===== config.mk =====
export PLATFORM = sky130hd
export DESIGN_NAME = rc4_nibble_decrypt
export DESIGN_NICKNAME = d
export VERILOG_FILES = /design/src/rtl/rc4_nibble_decrypt.sv
export SDC_FILE = /design/constraint.sdc
export NUM_CORES = 1
export LEC_CHECK = 0
export CORE_MARGIN = 2
export CORE_UTILIZATION = 45
export DETAILED_ROUTE_END_ITERATION = 10
export PLACE_DENSITY = 0.68
export SLEW_MARGIN = 25
export SYNTH_ARGS = -nofsm -noshare
export SYNTH_HDL_FRONTEND = slang
export SYNTH_SLANG_ARGS = --single-unit

===== constraint.sdc =====
create_clock -name clk -period 10 [get_ports clk]
set_input_delay 2 -clock clk [delete_from_list [all_inputs] [get_ports clk]]
set_output_delay 2 -clock clk [all_outputs]
set_load 0.02 [all_outputs]

===== src/rtl/rc4_nibble_decrypt.sv =====
// ---------------------------------------------------------------------------
// rc4_nibble_decrypt
//   Receive-side RC4 engine for the 4-bit (16-entry S-box) cipher datapath.
//   Holds a loadable key, runs the S-box init and key-scheduling passes
//   itself, then regenerates the encrypt-side keystream and XORs it onto each
//   accepted ciphertext nibble. Plaintext leaves on a registered valid/ready
//   output stage.
//
// Ports
//   clk        system clock, all state on rising edge
//   reset      asynchronous active-low reset, clears all state
//   key_we     key nibble write strobe (honoured in IDLE and READY only)
//   key_addr   key nibble address
//   key_din    key nibble data
//   start      single-cycle pulse: (re)key and run init + KSA
//   busy       high while INIT or KSA is running
//   key_done   high in READY (keystream available)
//   ct_valid   ciphertext nibble valid
//   ct_data    ciphertext nibble
//   ct_ready   block accepts a ciphertext nibble this cycle
//   pt_valid   plaintext nibble valid (registered)
//   pt_data    plaintext nibble = ct_data ^ keystream
//   pt_ready   downstream accepts the plaintext nibble
//   ks_data    keystream nibble used for the current pt_data (debug)
// ---------------------------------------------------------------------------
module rc4_nibble_decrypt #(
  parameter int KEY_LEN = 16
) (
  input  logic       clk,
  input  logic       reset,
  input  logic       key_we,
  input  logic [3:0] key_addr,
  input  logic [3:0] key_din,
  input  logic       start,
  output logic       busy,
  output logic       key_done,
  input  logic       ct_valid,
  input  logic [3:0] ct_data,
  output logic       ct_ready,
  output logic       pt_valid,
  output logic [3:0] pt_data,
  input  logic       pt_ready,
  output logic [3:0] ks_data
);

  typedef enum logic [1:0] {IDLE, INIT, KSA, READY} state_t;

  localparam logic [3:0] KX_LAST = 4'(KEY_LEN - 1);

  state_t     r_state, w_state_nxt;
  logic [3:0] r_s [16];
  logic [3:0] r_k [16];
  logic [3:0] r_i, r_j, r_kx;
  logic       r_pt_valid;
  logic [3:0] r_pt_data, r_ks_data;

  // KSA step
  logic [3:0] w_ksa_j;
  // Keystream step (one accepted nibble)
  logic [3:0] w_i1, w_si, w_j1, w_sj, w_ks_idx, w_ks;
  logic       w_accept, w_drain;

  assign w_ksa_j  = r_j + r_s[r_i] + r_k[r_kx];

  assign w_i1     = r_i + 4'd1;
  assign w_si     = r_s[w_i1];
  assign w_j1     = r_j + w_si;
  assign w_sj     = r_s[w_j1];
  assign w_ks_idx = w_si + w_sj;

  // The keystream lookup must see the S-box after the swap, which is only
  // written at the clock edge; forward the two swapped entries here instead.
  always_comb begin
    // NOTE: every always_comb output gets a default first so no latch is inferred.
    w_ks = r_s[w_ks_idx];
    if (w_ks_idx == w_i1)      w_ks = w_sj;
    else if (w_ks_idx == w_j1) w_ks = w_si;
  end

  assign busy     = (r_state == INIT) || (r_state == KSA);
  assign key_done = (r_state == READY);
  assign ct_ready = (r_state == READY) && (!r_pt_valid || pt_ready);
  assign pt_valid = r_pt_valid;
  assign pt_data  = r_pt_data;
  assign ks_data  = r_ks_data;

  // A start in READY takes priority over a ciphertext handshake in that cycle.
  assign w_accept = ct_valid && ct_ready && !start;
  assign w_drain  = r_pt_valid && pt_ready;

  always_ff @(posedge clk or negedge reset) begin
    if (!reset) r_state <= IDLE;
    else        r_state <= w_state_nxt;
  end

  always_comb begin
    w_state_nxt = r_state;
    unique case (r_state)
      IDLE:    if (start)        w_state_nxt = INIT;
      INIT:    if (r_i == 4'hF)  w_state_nxt = KSA;
      KSA:     if (r_i == 4'hF)  w_state_nxt = READY;
      READY:   if (start)        w_state_nxt = INIT;
      default:                   w_state_nxt = IDLE;
    endcase
  end

  always_ff @(posedge clk or negedge reset) begin
    if (!reset) begin
      // NOTE: S and K are small register arrays that must read as zero after
      // reset, so they are cleared here rather than mapped to a RAM macro.
      for (int n = 0; n < 16; n++) begin
        r_s[n] <= '0;
        r_k[n] <= '0;
      end
      r_i        <= '0;
      r_j        <= '0;
      r_kx       <= '0;
      r_pt_valid <= 1'b0;
      r_pt_data  <= '0;
      r_ks_data  <= '0;
    end else begin
      unique case (r_state)
        IDLE: begin
          if (key_we) r_k[key_addr] <= key_din;
          if (start)  r_i <= '0;
        end
        INIT: begin
          r_s[r_i] <= r_i;
          r_i      <= r_i + 4'd1;  // wraps to 0 for KSA
          r_j      <= '0;
          r_kx     <= '0;
        end
        KSA: begin
          // NOTE: non-blocking assignments both read the pre-edge values, so
          // this pair is a true swap (and a no-op when the indices coincide).
          r_s[r_i]     <= r_s[w_ksa_j];
          r_s[w_ksa_j] <= r_s[r_i];
          r_i          <= r_i + 4'd1;  // wraps to 0 for READY
          r_j          <= (r_i == 4'hF) ? 4'd0 : w_ksa_j;
          r_kx         <= (r_kx == KX_LAST) ? 4'd0 : r_kx + 4'd1;
        end
        READY: begin
          if (key_we) r_k[key_addr] <= key_din;
          if (start) begin
            r_pt_valid <= 1'b0;
            r_i        <= '0;
          end else if (w_accept) begin
            r_s[w_i1]  <= w_sj;
            r_s[w_j1]  <= w_si;
            r_i        <= w_i1;
            r_j        <= w_j1;
            r_pt_data  <= ct_data ^ w_ks;
            r_ks_data  <= w_ks;
            r_pt_valid <= 1'b1;
          end else if (w_drain) begin
            r_pt_valid <= 1'b0;
          end
        end
        default: ;
      endcase
    end
  end

endmodule


---- Word level (Yosys, flattened, before mapping) ----
Index checks and enable logic that the tools add are counted.
storage, ports and cells
  flip-flop bits (word level) ............. 151
  input bits .............................. 18
  output and inout port bits .............. 12
  logic and storage cells ................. 161
cells by class
  add/subtract/negate cells ............... 6
  order comparisons ....................... 12
  eq/ne operators ......................... 14
  multiplexer cells ....................... 56
  bitwise operators ....................... 9
  reductions and logical operators ........ 25
operators with widths
  cell                                                        number
  bitwise mux 64 bit                                          6
  case mux 64 bit (3 select lines)                            1
  two-way mux 64 bit                                          2
  two-way mux 4 bit                                           26
  binary-select mux 4 bit (select 4 bit)                      6
  demux 4 bit (select 4 bit)                                  5
  greater-or-equal comparator 5 bit, second input constant    7
  NOT 4 -> 5 bit                                              7
  less-than comparator 5 x 1 -> 1 bit, second input constant  5
  case mux 4 bit (3 select lines)                             2
  adder 4 bit                                                 4
  logical AND 1 bit                                           9
  AND reduction 3 bit                                         3
  adder 4 x 1 -> 4 bit, second input constant                 2
  equality test 4 bit                                         2
  equality test 4 bit, second input constant                  2
  != test 2 x 1 -> 1 bit, second input constant               4
  case mux 4 bit (2 select lines)                             1
  two-way mux 2 bit                                           3
  case mux 2 bit (3 select lines)                             1
  AND reduction 2 bit                                         3
  nonzero test 3 bit                                          2
  equality test 2 bit, second input constant                  2
  != test 2 bit, second input constant                        2
  other kinds (10)                                            15

---- Logic depth before layout (Yosys ltp) ----
Gate-level depths: netlist of run 1.
  depth after elaboration ................. 18
  mapped depth ............................ 37

---- Least setup slack after synthesis of run 1 ----
No wires, ideal clock.
  path type ............................... flip-flop to flip-flop
  start point ............................. reg r_i[0]
  end point ............................... reg r_pt_data[3], in the netlist pt_data[3]
  arrival time ............................ 8.660 ns
  required time ........................... 9.905 ns
  setup slack ............................. 1.245 ns
  cell stages (with the launch flop) ...... 35
  buffers on the path ..................... 11
  path through ............................ dfrtp_1 buf_6 buf_2 clkbuf_1 buf_2 clkbuf_1 inv_1 ha_1 clkbuf_1 clkbuf_1 mux4_2 nand2_1 nand2_1 o21ai_1 inv_1 clkbuf_1 fa_1 buf_1 clkbuf_1 nor2_1 nand3_1 o32a_1 nand3_1 inv_2 ha_1 inv_1 fa_1 clkbuf_1 mux4_2 and2_1 a2111oi_2 a221oi_1 o221a_1 o21a_1 o31ai_1
on the way
  word-level cells in the longest chain between the ends .. 18
  elaborated cells on any way between the ends .. 20
  those cells by class .................... add/sub (3); eq/ne (2); mux (11); bitwise (4)
RTL lines
  what                                                  RTL line  source
  from (decl)                                           53        logic [3:0] r_i, r_j, r_kx;
  from (signal assigned)                                129       r_i <= r_i + 4'd1;
  from (signal assigned)                                138       r_i <= r_i + 4'd1;
  from (signal assigned)                                150       r_i <= w_i1;
  adder 4 x 1 -> 4 bit (*)                              65        assign w_i1 = r_i + 4'd1;
  NOT 4 -> 5 bit (not written as such)                  66        assign w_si = r_s[w_i1];
  binary-select mux 4 bit (select 4 bit)                66
  two-way mux 4 bit (not written as such) (2 in a row)  66
  adder 4 bit                                           67        assign w_j1 = r_j + w_si;
  NOT 4 -> 5 bit (not written as such)                  68        assign w_sj = r_s[w_j1];
  binary-select mux 4 bit (select 4 bit)                68
  two-way mux 4 bit (not written as such) (2 in a row)  68
  adder 4 bit                                           69        assign w_ks_idx = w_si + w_sj;
  NOT 4 -> 5 bit (not written as such)                  75        w_ks = r_s[w_ks_idx];
  binary-select mux 4 bit (select 4 bit)                75
  two-way mux 4 bit (not written as such) (2 in a row)  75
  two-way mux 4 bit                                     77        else if (w_ks_idx == w_j1) w_ks = w_si;
  two-way mux 4 bit (*)                                 76        if (w_ks_idx == w_i1) w_ks = w_sj;
  bitwise XOR 4 bit (*)                                 152       r_pt_data <= ct_data ^ w_ks;
  to (signal assigned)                                  152
  to (decl)                                             55        logic [3:0] r_pt_data, r_ks_data;
Mark *: on every way between the ends. The rest lies on a longest branch, timed or not. The select of a mux whose other input is x is not followed.
A chain may end at the register's enable or synchronous reset.

---- Worst setup path in the final report of run 1 ----
  start point ............................. reg r_i[1]
  end point ............................... reg r_pt_data[3], in the netlist pt_data[3]
The elaborated chain is that of the path after synthesis.

==> run summary, run 1 <==
run status: complete, no violations
Fillers: 2,745
Avg Vias per Cell: 7.19
Die Area: 0.0311 mm^2
HP Class: reg -> reg
cts hold-fix bufs: 0
sequential cell area: 0.00378 mm^2
row cnt: 63
clock slew at reported path FFs: 90 ps
Final Util: 0.499
Gate Count Post-Synth: 1,458
pre-CTS setup slack: 1200 ps
Post-Syn Area: 0.0134 mm^2
CP endpoint kind: flip-flop
CP Depth: 29
Reg2Reg Depth: 29
Worst Max-Slew Pin Slew: 1220 ps
antenna violations before repair: 3
post-synth top area cell: dfrtp_1
yosys synthesis warning count: 0
number of port buffers: 29
reg-to-reg slack, setup: 940 ps
Buf/Inv on CP: 6
syn_nets: 1,501
Max Buffers Root-to-Sink: 2
register bit total from synthesis: 151
Cell variety after synth: 72
critical path required time: 10,370 ps
Finish-stage setup viols: 0
Num CTS Buffers: 17
Synth async-reset ratio: 1.00
sequential fraction of the synthesis area: 0.283
CP Class: reg -> reg
setup repair bufs after CTS: 0
number of global-route vias before repair: 12,500
RePlAce Congestion: 1.02
RSZ-0062 raised after global routing: false
Slew Limit Headroom: 0.181
Hold Fails Final Rpt: 0
post-place instance area: 0.0140 mm^2
H-tree depth: 4
Top cell by count, worst path: inv_1
Routed WL: 53,700 um
I/O Pins: 30
top-count cell post-synth: nand2_1
CP arrival: 9430 ps
drt wl/cell: 29.0 um
max-cap check violation count: 0
layout cells sized above 1: 0.179
crit share post-route: 0.906
vias: 13,300
synthesis-to-finish area growth: 9.75%
first drt pass iteration count: 8
family with the most delay on the worst path: adder cells
DPL Wire Length: 37,100 um
first-pass GRT wire length: 80,900 um
largest net degree at the start of global routing: 96
critical path launch point type: flip-flop
total clock sinks: 151
hold_sp: pt_data[3]
setup TNS: 0 ps
upper clock frequency limit: 110 MHz
Root Driver: clkbuf_16
Clock Latency Late Sink: 460 ps
number of synthesized flops with an enable pin: 0
Primary FF master, synth: dfrtp_1
post-synthesis area per instance: 9.17 um^2
min Tclk post-route: 9060 ps
R2R Path Start: r_i[1]
Synth area leaders: dfrtp_1, mux4_2, nand2_1
Post-synth top cells: nand2_1, dfrtp_1, o211ai_1
DR iter-0 viols: 2,485
Crit Path Max Fanout: 18
CTS tree: done
GRT Total Usage: 0.350
grt total ovfl: 0
Worst Skew: 21.9 ps
Worst Setup SP: r_i[1]
Slew Viols, Final: 0
post-synth top area share: 0.283
Core ar.: 0.0294 mm^2
worst stage delay on the critical path: 1050 ps
Final WS setup: 937 ps
fin area: 0.0147 mm^2
die height: 176 um
Residual DRC: 0
footprint of the multi-input gates: 0.00906 mm^2
Die X: 176 um
# resized after CTS: 0
Worst Setup EP: pt_data[3]
RR Endpoint: pt_data[3]
Final ANT Viol Nets: 0
slowest cell on the critical path: fa_1
Initial Util: 0.454
fin nets: 1,489
==> through the flow <==
| stage | hold WS (ps) | instances |
|---|---|---|
| global route | 516 | 1850 |
| detailed placement | 470 | 1817 |
| global placement | 460 | 1817 |
| floorplan | 474 | 1458 |
| CTS | 491 | 1849 |
| finish | 487 | 1854 |
==> state kept, by name (all words and copies together) (netlist names) <==
name      flops
r_kx          4
pt_data       4
r_i           4
r_k          64
r_j           4
ks_data       4
pt_valid      1
r_state       2
r_s          64
==> routing by layer <==
layer / global-route usage / vias up / wire, um
met4: 0.177 / 4 / 3290
met1: 0.471 / 6321 / 20000
li1: - / 5553 / -
met5: 0 / - / 23
met2: 0.504 / 1166 / 22800
met3: 0.113 / 292 / 7550
==> how the worst min path moves through the flow <==
| stage | to | cells past startpoint |
|---|---|---|
| after global placement | ks_data[3] | 2 |
| after CTS | ks_data[2] | 2 |
| after detailed placement | ks_data[1] | 2 |
| after global routing | r_k[49] | 1 |
| after floorplan | r_k[20] | 1 |
| final | pt_data[3] | 2 |
==> cells by family (layout without fill, tap and decap cells) <==
logic type,after synthesis,count (layout),synth area share
compound gates,414,414,0.206
xor+xnor,26,26,0.0236
fa+ha+maj,25,25,0.0268
buf+inv,138,139,0.0413
flops,151,151,0.283
mux,233,233,0.268
other cells,0,5,0
simple gates,471,471,0.152
==> cell usage in the layout, fill, tap and decap left out, types with 8 or more instances in the layout <==
cell type,n
o21ai_0,82
o211ai_1,99
a41oi_1,17
clkdlybuf4s50_1,28
mux2i_1,68
mux4_2,89
o221ai_1,21
mux2_2,73
xnor2_1,11
a31oi_1,32
clkbuf_16,17
nand3_1,65
nor3_1,19
dfrtp_1,150
nand4_1,8
a21oi_1,79
o32a_1,8
inv_1,38
ha_1,16
nor2_1,86
o21ai_1,17
buf_4,35
nor2b_1,11
nand2_1,247
==> worst min-delay path: cells and delay by family (launching register included) <==
kind             cells  cell delay, ps
flip-flops           1             350
AO/OA/AOI/OAI        1              50
AND/OR/NAND/NOR      1              50
==> area by class of cell <==
class,count,area share
sequential,151,0.258
tap,390,0.0333
timing repair buffer,64,0.0378
inverter,43,0.0110
multi-input combinational,1169,0.618
antenna,5,0.000853
clock inverter,15,0.0124
clock buffer,17,0.0290
Power of run 1 is left out: the tool's default activity adds up to more than one toggle a clock period on the data nets, which glitch-free logic cannot reach.
==> run 2, diff against run 1 <==
--- a/config.mk
+++ b/config.mk
@@ -5,11 +5,10 @@
 export SDC_FILE = /design/constraint.sdc
 export NUM_CORES = 1
 export LEC_CHECK = 0
-export CORE_MARGIN = 2
 export CORE_UTILIZATION = 45
 export DETAILED_ROUTE_END_ITERATION = 10
 export PLACE_DENSITY = 0.68
-export SLEW_MARGIN = 25
+export SLEW_MARGIN = 0
 export SYNTH_ARGS = -nofsm -noshare
 export SYNTH_HDL_FRONTEND = slang
 export SYNTH_SLANG_ARGS = --single-unit
==> run summary, run 2 (synthesis results as in run 1) <==
die height: 174 um
WL met3: 7640 um
Initial Util: 0.462
# resized after CTS: 0
HP Class: reg -> reg
setup repair bufs after CTS: 0
commonest non-fill, non-tap cells in the layout: nand2_1, dfrtp_1, o211ai_1, mux4_2, nor2_1
met2 wire len: 22,900 um
RSZ-0062 raised after global routing: false
RePlAce Congestion: 1.08
first-pass GRT wire length: 82,400 um
Avg Vias per Cell: 7.15
total clock sinks: 151
layout cells sized above 1: 0.184
max-cap check violation count: 0
min Tclk post-route: 8680 ps
largest net degree at the start of global routing: 78
Hold Fails Final Rpt: 0
biggest regs: r_k x64, r_s x64
critical path launch point type: flip-flop
Num CTS Buffers: 17
CP endpoint kind: flip-flop
pre-CTS setup slack: 1480 ps
Finish-stage setup viols: 0
Final ANT Viol Nets: 0
Fillers: 2,601
Met1 Wirelength: 21,200 um
vias: 13,300
Max Used Layer: met5
Final WS setup: 1320 ps
Die X: 174 um
drt wl/cell: 29.7 um
Slew Viols, Final: 0
crit share post-route: 0.868
I/O Pins: 30
clock slew at reported path FFs: 80 ps
Slew Limit Headroom: 0.198
upper clock frequency limit: 115 MHz
Die Area: 0.0304 mm^2
row cnt: 62
first drt pass iteration count: 6
synthesis-to-finish area growth: 10.4%
Finished Layout Cells: 1,859
DPL Wire Length: 37,800 um
GRT Total Usage: 0.367
Residual DRC: 0
post-place instance area: 0.0141 mm^2
worst stage delay on the critical path: 990 ps
slowest cell on the critical path: ha_1
commonest non-fill, non-tap cell in the layout: nand2_1
H-tree depth: 4
Max Buffers Root-to-Sink: 2
number of global-route vias before repair: 12,700
CP Class: reg -> reg
critical path required time: 10,370 ps
number of port buffers: 29
Worst Max-Slew Pin Slew: 1190 ps
fin area: 0.0148 mm^2
Core ar.: 0.0289 mm^2
grt total ovfl: 0
Root Driver: clkbuf_16
Clock Latency Late Sink: 460 ps
setup TNS: 0 ps
Worst Skew: 16.6 ps
Crit Path Max Fanout: 18
placed insts: 1,825
antenna violations before repair: 2
CTS tree: done
Routed WL: 55,300 um
crit-path cells: inv_1 > ha_1 > mux4_2 > mux4_2 > ha_1 > fa_1 > xor2_2 > buf_4 > nand3_1 > o32a_1 > nand3_1 > buf_4 > inv_2 > ha_1 > mux4_2 > and2_1 > a2111oi_2 > a221oi_1 > o221a_1 > o21a_1 > o31ai_1
CP arrival: 9050 ps
fin nets: 1,503
run status: complete, no violations
DR iter-0 viols: 2,008
cts hold-fix bufs: 0
==> run 2: per-layer routing <==
| metal | vias up | track usage |
|---|---|---|
| met5 | - | 0.00641 |
| met2 | 1092 | 0.520 |
| met3 | 258 | 0.122 |
| met1 | 6382 | 0.489 |
| li1 | 5567 | - |
| met4 | 2 | 0.204 |
==> run 2: cell type report <==
class                   instances  area [um^2]  share of cell area
multi-input cells            1169         9050               0.613
flip-flops and latches        151         3780               0.256
repair buffers                 78          659              0.0447
well taps                     384          480              0.0326
clock buffers                  17          425              0.0288
clock inverters                15          194              0.0131
inverters                      43          161              0.0109
diodes                          2         5.00            0.000339
==> run 2: critical path: cells and delay by family (launching register included) <==
family	cells	cell delay, ps
flops	1	520
simple gates	3	630
compound gates	6	1440
mux	3	1760
buf+inv	4	910
fa+ha+maj	4	2580
xor+xnor	1	720
==> run 2: final timing paths <==
check / startpoint / end / slack [ps] / cells past startpoint
min in group asynchronous: reset / r_s[55] / 1590 / 1
max: r_i[1] / pt_data[3] / 1320 / 21
min: ks_data[1] / ks_data[1] / 480 / 2
max in group asynchronous: reset / r_k[32] / 6870 / 2
max reg2reg: r_i[1] / pt_data[3] / 1320 / 21
min reg2reg: ks_data[1] / ks_data[1] / 480 / 2
==> run 2: per-stage QoR <==
stage          hold WS, ps  utilization
2_1_floorplan          474            -
3_3_place_gp           460        0.488
3_5_place_dp           462        0.488
4_1_cts                481        0.510
5_1_grt                510        0.510
6_report               477        0.510
Power of run 2 is left out for the same reason.
